### src/rtl/demux_router_pkg.sv
// Shared constants and select decoding for the registered demux router.
// sel_decode works on a 16-bit view so one function serves every N up to 16.
package demux_router_pkg;

    localparam int MODE_BIN     = 0;
    localparam int MODE_ONEHOT  = 1;
    localparam int CNTW_DEFAULT = 8;
    localparam int NMAX         = 16;

    // Returns {sel_ok, dest}; dest is one-hot over NMAX channels.
    function automatic logic [NMAX:0] sel_decode(input logic [NMAX-1:0] sel,
                                                 input int unsigned      n,
                                                 input int unsigned      mode);
        logic [NMAX-1:0] dest;
        logic            ok;
        dest = '0;
        ok   = 1'b0;
        if (mode == MODE_BIN) begin
            if (32'(sel) < n) begin
                ok             = 1'b1;
                dest[sel[3:0]] = 1'b1;
            end
        end else begin
            ok   = ($countones(sel) == 1);
            dest = sel;
        end
        return {ok, dest};
    endfunction

endpackage

### src/rtl/demux_chan_reg.sv
// One-entry holding register for a single output channel.
// A load in the same cycle as a consume wins, so the channel sustains one word per cycle.
module demux_chan_reg #(
    parameter int W = 1
) (
    input  logic         clk_i,
    input  logic         rst_n_i,
    input  logic         load_i,
    input  logic [W-1:0] data_i,
    input  logic         ready_i,
    output logic [W-1:0] data_o,
    output logic         valid_o
);

    logic [W-1:0] data_q, data_d;
    logic         valid_q, valid_d;

    always_ff @(posedge clk_i) begin
        if (!rst_n_i) begin
            data_q  <= '0;
            valid_q <= 1'b0;
        end else begin
            data_q  <= data_d;
            valid_q <= valid_d;
        end
    end

    always_comb begin
        data_d  = data_q;
        valid_d = valid_q;
        if (valid_q && ready_i) begin
            valid_d = 1'b0;
        end
        // Data is never cleared on consume; the last word stays latched.
        if (load_i) begin
            data_d  = data_i;
            valid_d = 1'b1;
        end
    end

    assign data_o  = data_q;
    assign valid_o = valid_q;

endmodule

### src/rtl/demux_router.sv
// Registered 1-to-N demultiplexer with per-channel valid/ready holding registers.
// Invalid selects are always drained, flagged for one cycle and counted (saturating).
module demux_router
    import demux_router_pkg::*;
#(
    parameter  int W    = 1,
    parameter  int N    = 4,
    parameter  int MODE = MODE_ONEHOT,
    parameter  int CNTW = CNTW_DEFAULT,
    localparam int SELW = (MODE == MODE_ONEHOT) ? N : $clog2(N)
) (
    input  logic            clk,
    input  logic            rst_n,
    input  logic            in_valid,
    output logic            in_ready,
    input  logic [W-1:0]    SW,
    input  logic [SELW-1:0] Sel,
    output logic [N*W-1:0]  O,
    output logic [N-1:0]    o_valid,
    input  logic [N-1:0]    o_ready,
    output logic            err,
    output logic [CNTW-1:0] err_cnt
);

    logic [NMAX:0]   dec;
    logic            sel_ok;
    logic [NMAX-1:0] dest;
    logic [NMAX-1:0] ov_ext;
    logic [NMAX-1:0] or_ext;
    logic            accept;

    logic            err_q, err_d;
    logic [CNTW-1:0] cnt_q, cnt_d;

    assign dec    = sel_decode(NMAX'(Sel), N, MODE);
    assign sel_ok = dec[NMAX];
    assign dest   = dec[NMAX-1:0];
    assign ov_ext = NMAX'(o_valid);
    assign or_ext = NMAX'(o_ready);

    // dest is zero above N for any valid select, so the wide reduction only sees real channels.
    assign in_ready = !sel_ok || (|(dest & (~ov_ext | or_ext)));
    assign accept   = in_valid && in_ready;

    for (genvar k = 0; k < N; k++) begin : g_chan
        demux_chan_reg #(.W(W)) u_chan (
            .clk_i   (clk),
            .rst_n_i (rst_n),
            .load_i  (accept && sel_ok && dest[k]),
            .data_i  (SW),
            .ready_i (o_ready[k]),
            .data_o  (O[k*W +: W]),
            .valid_o (o_valid[k])
        );
    end

    always_ff @(posedge clk) begin
        if (!rst_n) begin
            err_q <= 1'b0;
            cnt_q <= '0;
        end else begin
            err_q <= err_d;
            cnt_q <= cnt_d;
        end
    end

    always_comb begin
        err_d = accept && !sel_ok;
        cnt_d = cnt_q;
        if (err_d && (cnt_q != {CNTW{1'b1}})) begin
            cnt_d = cnt_q + 1'b1;
        end
    end

    assign err     = err_q;
    assign err_cnt = cnt_q;

endmodule

### config.mk
export PLATFORM = sky130hd
export DESIGN_NAME = demux_router
export DESIGN_NICKNAME = d
export VERILOG_FILES = /design/src/rtl/demux_router_pkg.sv /design/src/rtl/demux_chan_reg.sv /design/src/rtl/demux_router.sv
export SDC_FILE = /design/constraint.sdc
export NUM_CORES = 1
export LEC_CHECK = 0
export BUFFER_PORTS_ARGS = -buffer_cell sky130_fd_sc_hd__buf_2
export CAP_MARGIN = 5
export CORE_MARGIN = 2
export CORE_UTILIZATION = 48
export CTS_CLUSTER_SIZE = 40
export DETAILED_ROUTE_END_ITERATION = 10
export PLACE_DENSITY = 0.75
export SLEW_MARGIN = 15
export SYNTH_ARGS = -nofsm -noshare
export SYNTH_HDL_FRONTEND = slang
export SYNTH_SLANG_ARGS = --single-unit
### constraint.sdc
create_clock -name clk -period 3.2 [get_ports clk]
set_input_delay 0.32 -clock clk [delete_from_list [all_inputs] [get_ports clk]]
set_output_delay 0.32 -clock clk [all_outputs]
set_load 0.05 [all_outputs]
# == Yosys cells after proc, flatten, opt, wreduce, memory -nomap -nowiden ==
# Index checks and enable logic that the tools add are counted.
# op_classes
add_sub_neg,4
eq_ne,2
muxes,8
bitwise_logic,3
n_reduce_logical,19
# ops
cell,count
bitwise AND 4 x 16 -> 16 bit,1
inverter 4 -> 16 bit,1
bitwise OR 16 x 4 -> 16 bit,1
OR reduction 16 bit,1
logical AND 1 bit,12
adder 8 x 1 -> 8 bit (second input constant),1
two-way mux 1 bit,8
inequality test 8 bit (second input constant),1
nonzero test 2 bit,4
adder 1 x 1 -> 2 bit,2
adder 2 x 2 -> 3 bit,1
== test 3 x 1 -> 1 bit (second input constant),1
zero test 1 bit,1
logical OR 1 bit,1
# word_totals
regBits,17
output_inout_bits,18

# == Longest topological paths before layout ==
# Gate-level depths: netlist of run 1.
# logic_depth
depth_word,9
depth_mapped,9

# == By module ==
# Synthesis of run 1 repeated with hierarchy kept, for this count alone.
# hier_totals
cells_unflattened,91
area_unflattened_um2,842.1
# by_module_without_submodules
module,instances,cells_each,area_each_um2,seq_area_each_um2
demux_router,1,67,561.8,180.2
demux_chan_reg,4,6,70.1,40.0

# == Worst setup path after synthesis of run 1 ==
# OpenSTA, ideal clock, no wires.
# synth_timing
kind,input port to output port
from,input port Sel[0]
to,output port in_ready
arrival_time_ps,2295
path_slack_ps,585
path_stages,7
path_buffers,0
path_cell_list,inv_1 fa_1 inv_1 ha_1 ha_1 or3b_1 nand3b_1
# synth_via
elab_chain_cells,5
elab_cells_between_ends,7
cone_classes,2 x add/sub; 1 x eq/ne; 1 x bitwise; 3 x reduce/logical
# synth_lines
item,line_no,text
from (decl),demux_router.sv:17,"input logic [SELW-1:0] Sel,"
adder 1 x 1 -> 2 bit (implied by the code),demux_router_pkg.sv:24,ok = ($countones(sel) == 1);
adder 2 x 2 -> 3 bit (implied by the code),demux_router_pkg.sv:24,
== test 3 x 1 -> 1 bit,demux_router_pkg.sv:24,
zero test 1 bit,demux_router.sv:42,assign in_ready = !sel_ok || (|(dest & (~ov_ext | or_ext)));
logical OR 1 bit *,demux_router.sv:42,
to (decl),demux_router.sv:15,"output logic in_ready,"
# Every way passes the cells marked *; elsewhere a longest branch is shown, timed or not.

# == Worst setup path in the final report of run 1 ==
# Ends and elaborated chain as after synthesis.

==> run_results.csv, run 1 <==
group,metric,value,unit
pwr,finalPower,0.000437,W
clock_network,clock_latency,280,ps
routing,drc,0,
setup_path,path_max_fanout,6,
timing,post-route-period-util,0.859,
synth,synthTopCellsByArea,"dfxtp_1, buf_4, a21oi_1",
pwr,p_leak,0.453,nW
synth,synth_cells,101,
synth,yosys.area_share.simple,0.216,
grt,antenna_found_initial,0,
die,core_region_area,1710,um^2
setup_path,startpoint,"Sel[0]",
grt,grt_pass1_wl,2720,um
grt,grt_pass1_vias,642,
grt,track_usage,0.174,
synth,ys.flop_type,"dfxtp_1",
routing,wl_per_cell,11.5,um
synth,synth_xor_area_frac,0.0201,
grt,grt_max_degree,12,
die,initial_core_util,0.510,
clock_network,cts_buffers,3,
timing,worst_pin_slew,423,ps
hold_path,min_from,"o_ready[0]",
run,maxCapViolCount,0,
synth,synthAdderAreaFrac,0.0661,
finish,num_antenna_cells,0,
clock_network,cts_setup_buffers,0,
timing,slew_violations,0,
timing,rsz0062_at_grt,"false",
hold_path,min_to,"g_chan[0].u_chan.valid_o$_SDFFE_PN0P_",
pwr,peakVddDrop,0.236,mV
timing,max_clock_freq,364,MHz
clock_network,clk_pin_slew,100,ps
finish,layout-drive-gt1-share,0.274,
pwr,power.density,434,nW/um^2
setup_path,crit_family,"adder cells",
synth,synthesis.area,871,um^2
synth,synth_top_family_by_area,"simple AND/OR/NAND/NOR gates",
place,post-dp-hpwl,1360,um
clock_network,hold_buffers,0,
synth,synthMuxAreaShare,0.0460,
place,place_area,980,um^2
timing,maxSlewHeadroom,0.718,
synth,yosys_warnings,0,
hold_path,hold_path_class,"primary input to flip-flop",
clock_network,cts.sinks,17,
synth,synth_edf_count,0,
setup_path,r2r_cells,5,
timing,fin_worst_skew,2.19,ps
synth,synth_top_area_frac,0.391,
routing,drtIter0Drc,7,
routing,drt-total-wl,1720,um
die,pin_count,30,
clock_network,cts_tree,"built",
setup_path,arrival,2430,ps
clock_network,clockBufferDepth,2,
hold_path,holdPathStages,3,
timing,hold_viol_final,0,
die,dieHeight,46.6,um
setup_path,cp.depth,9,
finish,layout.nets,141,
synth,synth.most_common_cell,"dfxtp_1",
place,routabilityCongestion,0.819,
setup_path,worstPathRequired,2880,ps
die,die_area,2170,um^2
timing,finalSetupTns,0,ps
synth,ys_top_cells_by_count,"dfxtp_1, nand2_1, a21oi_1",
setup_path,r2r_start,"err_cnt[0]$_SDFFE_PN0P_",
synth,syn_nets,117,
clock_network,ctsHtreeMaxLevel,1,
outcome,status,"complete, no violations",
finish,fin_area,1010,um^2
setup_path,path_class,"primary input to output pin",
place,io_buffers,29,
clock_network,cts_root_buf,"clkbuf_4",
setup_path,cp_cell_sequence,"buf_2 -> inv_1 -> fa_1 -> inv_1 -> ha_1 -> ha_1 -> or3b_1 -> nand3b_1 -> buf_2",
finish,synthToLayoutAreaGrowth,15.5,%
synth,synth_compound_area_frac,0.149,
die,fp-row-count,15,
routing,ant_nets,0,
setup_path,cp-end-kind,"output pin",
synth,async_flop_share,0,
clock_network,postCtsResizedCells,0,
setup_path,rr_endpoint,"err_cnt[7]$_SDFFE_PN0P_",
synth,synth_cell_types,30,
synth,yosys.area.top_type,"dfxtp_1",
timing,setup_violations,0,
setup_path,cp_slowest_stage_delay,550,ps
synth,ys_ff_latch,17,
setup_path,crit_buf_inv,4,
setup_path,critPathLaunchType,"primary input",
routing,vias,764,
setup_path,regToRegSetupSlack,1660,ps
timing,post-route-min-period,2750,ps
grt,grt_overflow,0,
synth,avgSynthCellArea,8.62,um^2
synth,yosysSeqAreaShare,0.391,
die,dieWidth,46.6,um
routing,viasPerCell,5.13,
routing,first_pass_iters,4,
setup_path,crit_path_top_delay_cell,"fa_1",
==> state kept, by name, indices dropped and copies added, names as in the netlist <==
register and cells:
err 1, err_cnt 8, g_chan.u_chan.data_o 4, g_chan.u_chan.valid_o 4
==> cells by family after synthesis <==
kind of cell / count (synthesis)
AO/OA/AOI/OAI: 21
XOR/XNOR: 2
adder cells (fa/ha/maj): 4
buffers and inverters: 18
flip-flops: 17
multiplexers: 4
AND/OR/NAND/NOR: 35
==> tightest hold or removal path, cell delays in order <==
cell and delay [ps]:
buf_2 70, nand2b_1 110, a21oi_1 60
==> final cells by class <==
cell class / instances / area, um^2
Clock buffer: 4 / 26.3
Inverter: 8 / 30.0
Timing Repair Buffer: 29 / 145
Multi-Input combinational cell: 66 / 433
Fill cell: 171 / 702
Sequential cell: 17 / 340
Tap cell: 25 / 31.3
==> cell usage in the layout, fill, tap and decap left out, types with 2 or more instances in the layout <==
master,instances
buf_2,29
dfxtp_1,17
nand2_1,13
a21oi_1,11
inv_1,8
nand2b_1,4
mux2i_1,4
nor2_1,4
ha_1,3
clkbuf_4,3
a22oi_1,2
nand4_1,2
nand3_1,2
o21ai_0,2
and3_1,2
o31ai_1,2
or4_1,2
==> worst max path at each step <==
stage	to	slack, ps
after floorplan	in_ready	590
after global placement	in_ready	510
after detailed placement	in_ready	440
after CTS	in_ready	440
after global routing	in_ready	380
final	in_ready	450
==> per-stage QoR <==
stage / utilization / setup slack [ps] / std cells / hold WS, ps
after CTS: 0.589 / 440 / 149 / 326
final: 0.589 / 451 / 149 / 323
after global placement: 0.574 / 511 / 145 / 443
after floorplan: - / 585 / 101 / 435
after detailed placement: 0.574 / 440 / 145 / 453
after global routing: 0.589 / 378 / 149 / 315
==> routing by layer <==
layer / vias up / wire (um) / GRT usage
li1: 391 / - / -
met1: 350 / 816 / 0.238
met2: 21 / 799 / 0.275
met3: 2 / 91 / 0.0353
met4: 0 / 12 / 0.0514
met5: - / 0 / 0
==> power by group <==
group / total, W / switching [W] / internal, W
logic: 0.0000989 / 0.0000675 / 0.0000314
clock network: 0.000111 / 0.0000629 / 0.0000483
registers: 0.000227 / 0.00000600 / 0.000221
No activity file was read; power rests on OpenSTA's default activity.
==> run 2, diff against run 1 <==
==> constraint.sdc (replaced) <==
create_clock -name clk -period 3.2 [get_ports clk]
set_input_delay 0.32 -clock clk [delete_from_list [all_inputs] [get_ports clk]]
set_output_delay 0.32 -clock clk [all_outputs]
set_load 0.005 [all_outputs]
==> run_results.csv, run 2 (synthesis gave the netlist of run 1 again) <==
group,metric,value,unit
pwr,power.density,406,nW/um^2
timing,finalSetupTns,0,ps
routing,vias,754,
grt,grt_pass1_wl,2870,um
timing,setup_violations,0,
timing,rsz0062_at_grt,"false",
run,maxCapViolCount,0,
clock_network,cts_buffers,3,
timing,worst_pin_slew,420,ps
die,die_area,2170,um^2
routing,first_pass_iters,4,
grt,track_usage,0.188,
finish,final_cell_count_no_fill,149,
timing,slew_violations,0,
clock_network,cts_tree,"built",
routing,drtIter0Drc,13,
finish,synthToLayoutAreaGrowth,15.7,%
setup_path,cp-end-kind,"output pin",
setup_path,worstPathRequired,2880,ps
timing,maxSlewHeadroom,0.720,
timing,max_clock_freq,379,MHz
grt,antenna_found_initial,0,
timing,post-route-period-util,0.824,
routing,viasPerCell,5.06,
finish,layout-drive-gt1-share,0.282,
clock_network,cts.sinks,17,
setup_path,r2r_start,"err_cnt[0]$_SDFFE_PN0P_",
grt,grt_busiest_layer,"met2",
routing,drc,0,
place,routabilityCongestion,0.840,
hold_path,hold_path_class,"primary input to flip-flop",
pwr,p_leak,0.456,nW
outcome,status,"complete, no violations",
setup_path,arrival,2320,ps
clock_network,ctsHtreeMaxLevel,1,
clock_network,clockBufferDepth,2,
grt,gr-usage-met2,0.311,
setup_path,rr_endpoint,"err_cnt[7]$_SDFFE_PN0P_",
setup_path,crit_family,"adder cells",
finish,final_common_cell,"buf_2",
clock_network,clk_pin_slew,110,ps
clock_network,cts_setup_buffers,0,
die,dieWidth,46.6,um
routing,ant_nets,0,
setup_path,r2r_cells,5,
die,core_region_area,1710,um^2
hold_path,min_to,"g_chan[0].u_chan.valid_o$_SDFFE_PN0P_",
finish,layout_common_cells,"buf_2, dfxtp_1, nand2_1",
setup_path,critPathLaunchType,"primary input",
clock_network,clock_latency,290,ps
grt,grt_use_met1,0.239,
finish,multi_input_area,433,um^2
finish,largest_reg_flops,8,
finish,num_antenna_cells,0,
hold_path,min_from,"o_ready[0]",
routing,wl_per_cell,11.8,um
clock_network,postCtsResizedCells,0,
timing,post-route-min-period,2640,ps
finish,layout.nets,141,
setup_path,crit_path_top_delay_cell,"fa_1",
die,pin_count,30,
grt,grt_pass1_vias,697,
timing,hold_viol_final,0,
place,post-dp-hpwl,1400,um
finish,regArea,340,um^2
hold_path,holdPathStages,3,
setup_path,cp_cell_sequence,"buf_2 -> inv_1 -> fa_1 -> inv_1 -> ha_1 -> ha_1 -> or3b_1 -> nand3b_1 -> buf_2",
finish,n_fill_cell,166,
place,dp_cells,145,
die,dieHeight,46.6,um
setup_path,regToRegSetupSlack,1640,ps
place,io_buffers,29,
clock_network,hold_buffers,0,
grt,grt_max_degree,12,
timing,fin_worst_skew,11.3,ps
grt,grt_overflow,0,
die,fp-row-count,15,
pwr,peakVddDrop,0.307,mV
routing,drt-total-wl,1760,um
setup_path,path_class,"primary input to output pin",
die,initial_core_util,0.510,
setup_path,path_max_fanout,6,
clock_network,cts_root_buf,"clkbuf_4",
setup_path,crit_buf_inv,4,
grt,grtUsageMet3,0.0235,
setup_path,cp_slowest_stage_delay,520,ps
==> run 2: worst max path at each step <==
stage | slack, ps | endpoint | depth (start not counted) | from
3_3_place_gp | 600 | in_ready | 9 | Sel[0]
5_1_grt | 410 | in_ready | 9 | Sel[0]
2_1_floorplan | 860 | err_cnt[7]$_SDFFE_PN0P_ | 9 | Sel[0]
3_5_place_dp | 550 | in_ready | 9 | Sel[0]
4_1_cts | 550 | in_ready | 9 | Sel[0]
6_report | 560 | in_ready | 9 | Sel[0]
==> run 2: per-stage QoR <==
stage / hold WS, ps / cell area [um^2] / util / setup slack [ps] / power [W]
after CTS: 309 / 1010 / 0.590 / 551 / 0.000413
after global placement: 443 / 980 / 0.574 / 599 / 0.000295
final: 305 / 1010 / 0.590 / 563 / 0.000409
after global routing: 325 / 1010 / 0.590 / 414 / 0.000433
after detailed placement: 449 / 980 / 0.574 / 549 / 0.000298
after floorplan: 435 / 871 / - / 858 / 0.000277
==> run 2: where the power goes <==
group          internal, W  switching, W  leakage (nW)
registers         0.000221    0.00000598         0.138
clock network    0.0000465     0.0000702        0.0177
logic            0.0000305     0.0000354         0.300
total             0.000298      0.000112         0.456
==> run 2: cell type report <==
cell class / count / share of cell area
Timing Repair Buffer: 29 / 0.144
Inverter: 8 / 0.0298
Clock buffer: 3 / 0.0224
Clock inverter: 1 / 0.00497
Tap cell: 25 / 0.0311
Multi-Input combinational cell: 66 / 0.430
Sequential cell: 17 / 0.338
==> run 2: routing by layer <==
layer  wire [um]  share of wire
met1         775           0.44
met3          90          0.051
met2         883           0.50
met4          12         0.0068
met5           0              0
==> run 2: tightest hold or removal path: stages <==
cell	delay, ps
buf_2	70
nand2b_1	110
a21oi_1	60
==> run 3, diff against run 2 <==
--- a/config.mk
+++ b/config.mk
@@ -8,10 +8,10 @@
 export BUFFER_PORTS_ARGS = -buffer_cell sky130_fd_sc_hd__buf_2
 export CAP_MARGIN = 5
 export CORE_MARGIN = 2
-export CORE_UTILIZATION = 48
+export CORE_UTILIZATION = 43
 export CTS_CLUSTER_SIZE = 40
 export DETAILED_ROUTE_END_ITERATION = 10
-export PLACE_DENSITY = 0.75
+export PLACE_DENSITY = 0.71
 export SLEW_MARGIN = 15
 export SYNTH_ARGS = -nofsm -noshare
 export SYNTH_HDL_FRONTEND = slang
==> constraint.sdc (replaced) <==
create_clock -name clk -period 2.15 [get_ports clk]
set_input_delay 0.215 -clock clk [delete_from_list [all_inputs] [get_ports clk]]
set_output_delay 0.215 -clock clk [all_outputs]
set_load 0.005 [all_outputs]
==> run_results.csv, run 3 (synthesis gave the netlist of run 1 again) <==
group,metric,value,unit
place,place_area,1040,um^2
hold_path,hold_path_class,"primary input to flip-flop",
timing,hold_viol_final,0,
grt,antenna_found_initial,0,
outcome,violations,"negative setup slack",
timing,slew_violations,0,
timing,setup_slack,-18.6,ps
clock_network,cts_tree,"built",
die,dieHeight,49,um
place,io_buffers,29,
grt,grt_pass1_vias,791,
routing,drt-total-wl,1820,um
place,routabilityCongestion,0.711,
clock_network,ctsHtreeMaxLevel,1,
setup_path,worstPathRequired,1930,ps
finish,regArea,340,um^2
routing,wl_per_cell,11.5,um
finish,num_antenna_cells,0,
setup_path,path_class,"primary input to output pin",
grt,track_usage,0.164,
pwr,power.density,571,nW/um^2
setup_path,crit_family,"adder cells",
timing,finalSetupTns,-18.6,ps
die,initial_core_util,0.448,
timing,setup_violations,1,
finish,layout_common_cells,"buf_2, dfxtp_1, nand2_1",
timing,max_clock_freq,461,MHz
routing,vias,789,
clock_network,clock_latency,290,ps
place,post-dp-hpwl,1400,um
finish,n_fill_cell,204,
grt,grt_pass1_wl,3140,um
grt,grt_max_degree,12,
finish,fin_area,1120,um^2
setup_path,cp_cell_sequence,"buf_8 -> inv_4 -> fa_1 -> inv_2 -> ha_4 -> ha_4 -> or3b_4 -> nand3b_1 -> buf_2",
die,core_region_area,1940,um^2
routing,viasPerCell,4.96,
setup_path,crit_buf_inv,4,
timing,fin_worst_skew,7.15,ps
die,fp-row-count,16,
run,maxCapViolCount,0,
timing,post-route-min-period,2170,ps
outcome,status,"finished, violations left",
setup_path,cp-end-kind,"output pin",
pwr,peakVddDrop,0.617,mV
die,die_area,2400,um^2
die,dieWidth,49,um
clock_network,clk_pin_slew,100,ps
setup_path,arrival,1950,ps
pwr,finalPower,0.000642,W
finish,layout-drive-gt1-share,0.386,
timing,post-route-period-util,1.01,
setup_path,critPathLaunchType,"primary input",
pwr,p_leak,0.498,nW
finish,largest_reg_flops,8,
routing,drtIter0Drc,8,
clock_network,cts_buffers,3,
timing,maxSlewHeadroom,0.713,
timing,worst_pin_slew,431,ps
timing,rsz0062_at_grt,"true",
clock_network,cts_root_buf,"clkbuf_4",
finish,multi_input_area,468,um^2
finish,final_common_cell,"buf_2",
routing,ant_nets,0,
setup_path,cp_slowest_stage_delay,550,ps
clock_network,cts.sinks,17,
finish,synthToLayoutAreaGrowth,29.0,%
routing,first_pass_iters,4,
finish,layout.nets,149,
die,pin_count,30,
routing,drc,0,
grt,grt_overflow,0,
clock_network,clockBufferDepth,2,
setup_path,path_max_fanout,2,
setup_path,cp_common_cell,"ha_4",
setup_path,crit_path_top_delay_cell,"fa_1",
==> run 3: cell count changes in the layout (fill, tap and decap cells not counted), sizes merged <==
cell / before / now
buf: 29 / 37
==> run 3: report_power, final <==
part	internal, W	total (W)	switching [W]	leakage [nW]
Combinational	0.0000693	0.000131	0.0000616	0.342
Sequential	0.000329	0.000338	0.00000947	0.138
Clock	0.0000692	0.000173	0.000104	0.0177
==> run 3: timing repair <==
action / 4_1_cts / 5_1_grt
hold buffers: 0 / 0
setup buffers: 1 / 0
resized for setup: 5 / 6
endpoints found under the hold margin: 0 / 0
pin swaps: 3 / 4
endpoints found under the setup margin: 1 / 1
==> run 3: layout make-up <==
type | instances | share of cell area
clock buffers | 3 | 0.0200
clock inverters | 1 | 0.00445
inverters | 8 | 0.0290
multi-input cells | 66 | 0.416
flip-flops and latches | 17 | 0.303
well taps | 27 | 0.0301
repair buffers | 37 | 0.197
==> run 3: routing by layer <==
layer  wire length (um)  vias up  GRT usage
li1                   -      407          -
met1                836      361      0.188
met2                893       21      0.299
met3                 94        0     0.0521
met4                  0        0     0.0286
met5                  0        -          0
==> run 3: worst register-to-register path, stage by stage, from the launching register on <==
cell and delay [ps]:
dfxtp_1 350, ha_1 230, nand2_1 130, o21ai_1 140
or4_1 480, a21oi_1 140
==> run 3: stage by stage <==
stage / hold WS [ps] / utilization / setup WS [ps] / cells
6_report: 201 / 0.579 / -18.6 / 159
5_1_grt: 195 / 0.579 / -59.7 / 159
3_5_place_dp: 451 / 0.538 / -199 / 154
3_3_place_gp: 441 / 0.538 / -174 / 154
4_1_cts: 192 / 0.567 / -74.2 / 159
2_1_floorplan: 361 / - / 7.72 / 101
==> run 3: final timing paths <==
check	from	endpoint	slack, ps	depth (start not counted)
max	Sel[3]	in_ready	-20	9
min	o_ready[1]	g_chan[1].u_chan.valid_o$_SDFFE_PN0P_	200	3
max reg2reg	err_cnt[0]$_SDFFE_PN0P_	err_cnt[7]$_SDFFE_PN0P_	610	5
min reg2reg	g_chan[1].u_chan.data_o$_SDFFE_PN0P_	g_chan[1].u_chan.data_o$_SDFFE_PN0P_	460	2
